File: src/rtl/sd_dac_modulator.sv
// First-order 1-bit sigma-delta DAC modulator with zero-order-hold framing and a 1-deep input buffer.
// Optional dither (macro SD_DITHER_EN): 16-bit LFSR bit added as carry-in to the accumulator sum.
module sd_dac_modulator #(
    parameter int data_width = 10,
    parameter int osr_log2   = 4
) (
    input  logic                  clk_i,
    input  logic                  rstn_i,
    input  logic                  enable_i,
    input  logic [data_width-1:0] sample_i,
    input  logic                  sample_valid_i,
    output logic                  sample_ready_o,
    output logic                  bit_o,
    output logic                  frame_o,
    output logic                  underrun_o,
    output logic [osr_log2-1:0]   frame_cnt_o
);

    logic [data_width-1:0] pending_q;
    logic                  pending_valid_q;
    logic [data_width-1:0] active_q;
    logic [data_width-1:0] acc_q;
    logic [osr_log2-1:0]   cnt_q;
    logic                  bit_q;
    logic                  frame_q;
    logic                  underrun_q;
    logic                  dither;
    logic                  accept;
    logic                  boundary;
    logic [data_width:0]   sum;

`ifdef SD_DITHER_EN
    logic [15:0] lfsr_q;
    logic        lfsr_fb;

    // Right-shifting Fibonacci form of taps 16,14,13,11; keeps running while idle.
    assign lfsr_fb = lfsr_q[0] ^ lfsr_q[2] ^ lfsr_q[3] ^ lfsr_q[5];
    assign dither  = lfsr_q[0];

    always_ff @(posedge clk_i or negedge rstn_i) begin
        if (!rstn_i)
            lfsr_q <= 16'hACE1;
        else if (enable_i)
            lfsr_q <= {lfsr_fb, lfsr_q[15:1]};
    end
`else
    assign dither = 1'b0;
`endif

    assign accept   = sample_valid_i && !pending_valid_q;
    assign boundary = enable_i && (cnt_q == '0);

    // Carry out of the (data_width+1)-bit sum is the output bit.
    always_comb begin
        sum = {1'b0, acc_q} + {1'b0, active_q} + (data_width + 1)'(dither);
    end

    always_ff @(posedge clk_i or negedge rstn_i) begin
        if (!rstn_i) begin
            pending_q       <= '0;
            pending_valid_q <= 1'b0;
            active_q        <= '0;
            acc_q           <= '0;
            cnt_q           <= '0;
            bit_q           <= 1'b0;
            frame_q         <= 1'b0;
            underrun_q      <= 1'b0;
        end else begin
            frame_q    <= 1'b0;
            underrun_q <= 1'b0;
            if (accept) begin
                pending_q       <= sample_i;
                pending_valid_q <= 1'b1;
            end
            if (enable_i) begin
                acc_q <= sum[data_width-1:0];
                bit_q <= sum[data_width];
                cnt_q <= cnt_q + 1'b1;
                if (boundary) begin
                    frame_q <= 1'b1;
                    // accept and load are exclusive: accept needs the buffer empty
                    if (pending_valid_q) begin
                        active_q        <= pending_q;
                        pending_valid_q <= 1'b0;
                    end else begin
                        underrun_q <= 1'b1;
                    end
                end
            end else begin
                acc_q <= '0;
                cnt_q <= '0;
                bit_q <= 1'b0;
            end
        end
    end

    assign sample_ready_o = !pending_valid_q;
    assign bit_o          = bit_q;
    assign frame_o        = frame_q;
    assign underrun_o     = underrun_q;
    assign frame_cnt_o    = cnt_q;

endmodule

File: config.mk
export PLATFORM = sky130hd
export DESIGN_NAME = sd_dac_modulator
export DESIGN_NICKNAME = d
export VERILOG_FILES = /design/src/rtl/sd_dac_modulator.sv
export SDC_FILE = /design/constraint.sdc
export NUM_CORES = 1
export LEC_CHECK = 0
export CELL_PAD_IN_SITES_DETAIL_PLACEMENT = 0
export CELL_PAD_IN_SITES_GLOBAL_PLACEMENT = 1
export CORE_ASPECT_RATIO = 0.75
export CORE_MARGIN = 2
export CORE_UTILIZATION = 42
export CTS_BUF_LIST = sky130_fd_sc_hd__clkbuf_4 sky130_fd_sc_hd__clkbuf_8
export CTS_CLUSTER_DIAMETER = 80
export DETAILED_ROUTE_END_ITERATION = 8
export GPL_TIMING_DRIVEN = 0
export HOLD_SLACK_MARGIN = 0.06
export PLACE_DENSITY = 0.84
export SLEW_MARGIN = 20
export SYNTH_ARGS = -nofsm -noshare
export SYNTH_HDL_FRONTEND = slang
export SYNTH_SLANG_ARGS = --single-unit
export TNS_END_PERCENT = 20
File: constraint.sdc
create_clock -name clk_i -period 1.8 [get_ports clk_i]
set_input_delay 0.27 -clock clk_i [delete_from_list [all_inputs] [get_ports clk_i]]
set_output_delay 0.27 -clock clk_i [all_outputs]
set_load 0.05 [all_outputs]
# After elaboration in Yosys (flattened, before gate mapping)
# Cells that the tools add are included.
# word_totals
output_inout_bits,8
latchBits,0
ram_bits,0
memories,0
regBits,38
romBits,0
word_cells,27
# classes
n_div,0
n_addsub,2
n_bitwise,0
reduce_logical,5
mux,12
multipliers,0
shifts,0
order_cmp,0
n_eq_ne,0
# ops
operator,count
10-bit by 10-bit adder with 11-bit output,1
1-bit 2-to-1 mux,10
10-bit 2-to-1 mux,1
"4-bit by 1-bit adder with 4-bit output, second input constant",1
4-bit zero test,1
4-bit 2-to-1 mux,1
3-bit AND reduction,1
1-bit logical AND,2
1-bit zero test,1

# Depth between registers and ports, before layout
# logic_depth
word_depth,6
depth_mapped,7

# Least setup slack after synthesis
# OpenSTA, ideal clock, no wires.
# synth_timing
path_kind,register to register
startpoint,reg cnt_q[0] (netlist: frame_cnt_o[0])
endpoint,reg active_q[1]
t_required_ns,1.675
arrival_time_ns,1.633
synth_period_minus_slack_ns,1.758
setup_time_ns,0.125
path_slack_ns,0.042
path_stages_with_launch,8
path_cell_list,dfrtp_1 -> inv_1 -> ha_1 -> nand2_2 -> nor3_4 -> nand2_2 -> buf_6 -> mux2_4
# synth_via
elab_chain_cells,3
# synth_lines
element,line_no,source
start: declaration,23,logic [osr_log2-1:0] cnt_q;
start signal: assignment,78,cnt_q <= cnt_q + 1'b1;
4-bit zero test,51,assign boundary = enable_i && (cnt_q == '0);
1-bit logical AND,51,
3-bit AND reduction (no line),--,
end signal: assignment,83,active_q <= pending_q;
end: declaration,21,logic [data_width-1:0] active_q;
# Every way passes these cells.
# A chain may end at the register's enable or synchronous reset.

# Worst setup path in the final report
# layout_timing
startpoint,reg active_q[0]
endpoint,reg acc_q[4]
# layout_via
elab_chain_cells,2
# layout_lines
element,line_no,source
10-bit by 10-bit adder with 11-bit output,55,"sum = {1'b0, acc_q} + {1'b0, active_q} + (data_width + 1)'(dither);"
10-bit 2-to-1 mux,75,if (enable_i) begin
end signal: assignment,76,acc_q <= sum[data_width-1:0];
end: declaration,22,logic [data_width-1:0] acc_q;
# Every way passes these cells.

==> impl_results.md <==
* Status: finished, final reports clean
* Most common cell after layout, fill and taps aside: dfrtp_1
* Largest family of logic cells by synthesized area: multiplexers
* Avg WL per Cell at 14.1 um
* Io pins at 22
* Setup crit end kind: flip-flop
* Worst-path clk slew at ~0.08 ns
* DIE AREA at ~0.0052 mm2
* CTS sink cnt at 38
* Worst path max stage delay at 0.39 ns
* Sw Pwr at around 1.5 mW
* Compound-Gate Fraction of Synth Area at a little under a tenth
* F_max at between 500 and 600 MHz
* Largest net degree at the start of global routing at 24
* Post-route ant nets at 0
* Placed Instances at between 200 and 250
* Worst-path cell chain: ha_4, inv_1, fa_2, nand2b_1, a21oi_2, buf_4, xnor2_1, nor2_1
* Leak Pwr at 1.19 nW
* Vias at between 1000 and 1500
* First-pass GRT wire length at 5910 um
* Post-synthesis xor/xnor area fraction at between 1.5 and 2%
* Crit path required time at ~2 ns
* Initial core utilization at between 40% and 50%
* Share of cells above drive strength 1 at between 20% and 30%
* Post-DP HPWL at roughly 2600 um
* Syn_area_per_cell at around 12 um2
* Area grow syn2layout at 27.3%
* Flops & latches, synth at 38
* Critical path class: reg -> reg
* HP Class: in -> reg
* Core Area at 0.00447 mm2
* Top_reg_cell synth: dfrtp_1
* Grt ovf at 0
* Clk_skew at 0.00729 ns
* RSZ-0062 raised after global routing: yes
* Skew-Pair Late Insertion Delay at 0.30 ns
* Share of the synthesized area in the top cell type at 48.7%
* Clk pwr share at roughly a fifth
* Number of global-route vias before repair at 1240
* Layout Cells excl Fill at between 200 and 300
* Final worst path period share at a little over nine tenths
* Via density at about 5.2
* Area contributors post-synth: dfrtp_1 49%, ha_1 7.7%, mux2_4 6.9%, mux2_2 4.0%, buf_6 2.3%
* Sequential power share at between 30% and 40%
* Combinational Power Share at a little under half
* GPL Wtd Cong at between 0.8 and 0.9
* Warning count from the yosys run at 0
* Fill cell count at 374
* Synth Area in Simple Gates at 12.4%
* Final slew viol count at 0
* Worst VDD drop at ~760 uV
* Crit start category: flip-flop
* Row Count at 21
* DR pass1 iterations at 4
* Post-synth EDFFs at 0
* Final total power at about 4.3 mW
* Syn_nets at roughly 180
* Register area share after synthesis at 48.7%
* Initial detailed-routing violation count at about 140
* Final hold violation count at 0
* Max-slew headroom at roughly two thirds
* Die width at approximately 83 um
* Tmin final at 1.76 ns
* Die Y at around 63 um
* Root Buffer: clkbuf_8
* Fraction of registers with async set/reset at 100%
* Endpoints failing setup at 0
* Power Density at about 1700 mW/mm2
* Final wirelength at 3520 um
* Synth Area in Adders at 8.71%
* Sw frac at between 30% and 40%
* Actual slew at the worst max-slew pin at about 0.5 ns
* Max cap viols at 0
* Post-synthesis cell type count at 42
* Post-synthesis mux area share at ~15%
* Final net count at 219
* GRT Util Overall at roughly 15%
* Drc violations at 0
* # diodes at 0
* Family with the most delay on the worst path: adder cells
* Total negative setup slack at 0 ns
* Internal power at approximately 2.8 mW
* Crit path DAT at about 2 ns
* H-tree levels at 2
* Initial antenna violation count at 0
* Post-Syn Instances at approximately 160
* Crit path buf inv count at 2
* Most frequent cells in the layout: 38 x dfrtp_1, 14 x clkdlybuf4s50_1, 10 x ha_1, 9 x nor2_1, 9 x mux2_4
* CP max FO at 3
* TritonCTS clock tree: built
* Buffers on Ports at 20
* TritonCTS Buffers at 5
* Max Buffers Root-to-Sink at 2
* Mapped cell area at roughly 0.0020 mm2
* CP max stage cell: dfrtp_1
* Synth area leader: dfrtp_1
==> synth_stat cells, drive strengths merged (2+ instances only) <==
cell / number
a21oi: 8
a211oi: 4
o21a: 2
dfrtp: 38
nand3: 3
and4: 3
nand2: 9
mux2: 20
mux2i: 4
inv: 7
xnor2: 2
buf: 6
ha: 12
nor3: 2
a21o: 3
nor2: 9
and3: 3
xor2: 2
a211o: 2
and2: 3
nand2b: 5
==> metrics by stage <==
stage	setup WS [ns]	cell area (um2)	utilization (%)	hold slack (ns)
after floorplan	0.0423	1950	-	-0.0256
after global placement	-0.383	2230	49.8	0.465
after detailed placement	-0.116	2250	50.3	0.226
after CTS	-0.0287	2410	54.1	0.264
after global routing	-0.0436	2490	55.7	0.273
final	0.0396	2490	55.7	0.255
==> state kept, by name, indices dropped and copies added, names as in the netlist <==
| signal | cells |
|---|---|
| underrun_o | 1 |
| frame_o | 1 |
| acc_q | 10 |
| frame_cnt_o | 4 |
| pending_valid_q | 1 |
| pending_q | 10 |
| bit_o | 1 |
| active_q | 10 |
==> cell type report <==
type / instances / area, um2 / area share [%]
buffer: 6 / 55.1 / 2.21
clock buffer: 5 / 68.8 / 2.77
clock inverter: 3 / 68.8 / 2.77
sequential: 38 / 951 / 38.2
multi-input combinational: 106 / 972 / 39.1
tap: 57 / 71.3 / 2.87
timing repair buffer: 28 / 275 / 11.1
inverter: 7 / 26.3 / 1.06
==> worst register-to-register path: cells and delay by family (launching register included) <==
family	cells	cell delay (ns)
simple gates	2	0.23
compound gates	1	0.23
flops	1	0.39
buf+inv	2	0.21
fa+ha+maj	2	0.49
xor+xnor	1	0.11
==> power groups by stage <==
stage | clock network, mW | registers, mW | logic, mW
finish | 0.886 | 1.38 | 2.01
global route | 0.937 | 1.42 | 2.22
CTS | 0.897 | 1.38 | 1.86
detailed placement | 0 | 1.38 | 1.82
global placement | 0 | 1.36 | 1.74
floorplan | 0 | 1.38 | 1.41
==> worst paths after layout <==
check                           cells after the start           end  slack [ns]         start
max in group asynchronous                           3  pending_q[8]        0.94        rstn_i
worst max-delay path                                8      acc_q[4]        0.04   active_q[0]
worst max register to register                      8      acc_q[4]        0.04   active_q[0]
worst min register to register                      1   active_q[0]        0.48  pending_q[0]
min in group asynchronous                           2      acc_q[4]        0.42        rstn_i
worst min-delay path                                3      acc_q[7]        0.26      enable_i
==> logic make-up (layout without fill, tap and decap cells) <==
group	Yosys count	after routing
multiplexers	24	24
AO/OA/AOI/OAI	24	24
flip-flops	38	38
adder cells (fa/ha/maj)	13	13
XOR/XNOR	4	4
AND/OR/NAND/NOR	41	41
buffers and inverters	13	49
==> timing repair <==
action                                 CTS  global route
gates resized for setup                  7             6
endpoints found under the hold margin   15             0
hold buffers                             1             0
setup buffers                            0             6
setup endpoints to repair               10             7
pin swaps                                0             7
==> layer usage <==
layer / part of all wire [%] / GRT usage [%] / vias up / wire, um
met5: 0 / 0 / - / 0
met4: 1.6 / 7.38 / 0 / 56
met1: 50 / 22.7 / 634 / 1750
li1: - / - / 626 / -
met3: 3.2 / 3.44 / 6 / 113
met2: 45 / 21.1 / 22 / 1600
(Power assumes the default switching activity.)
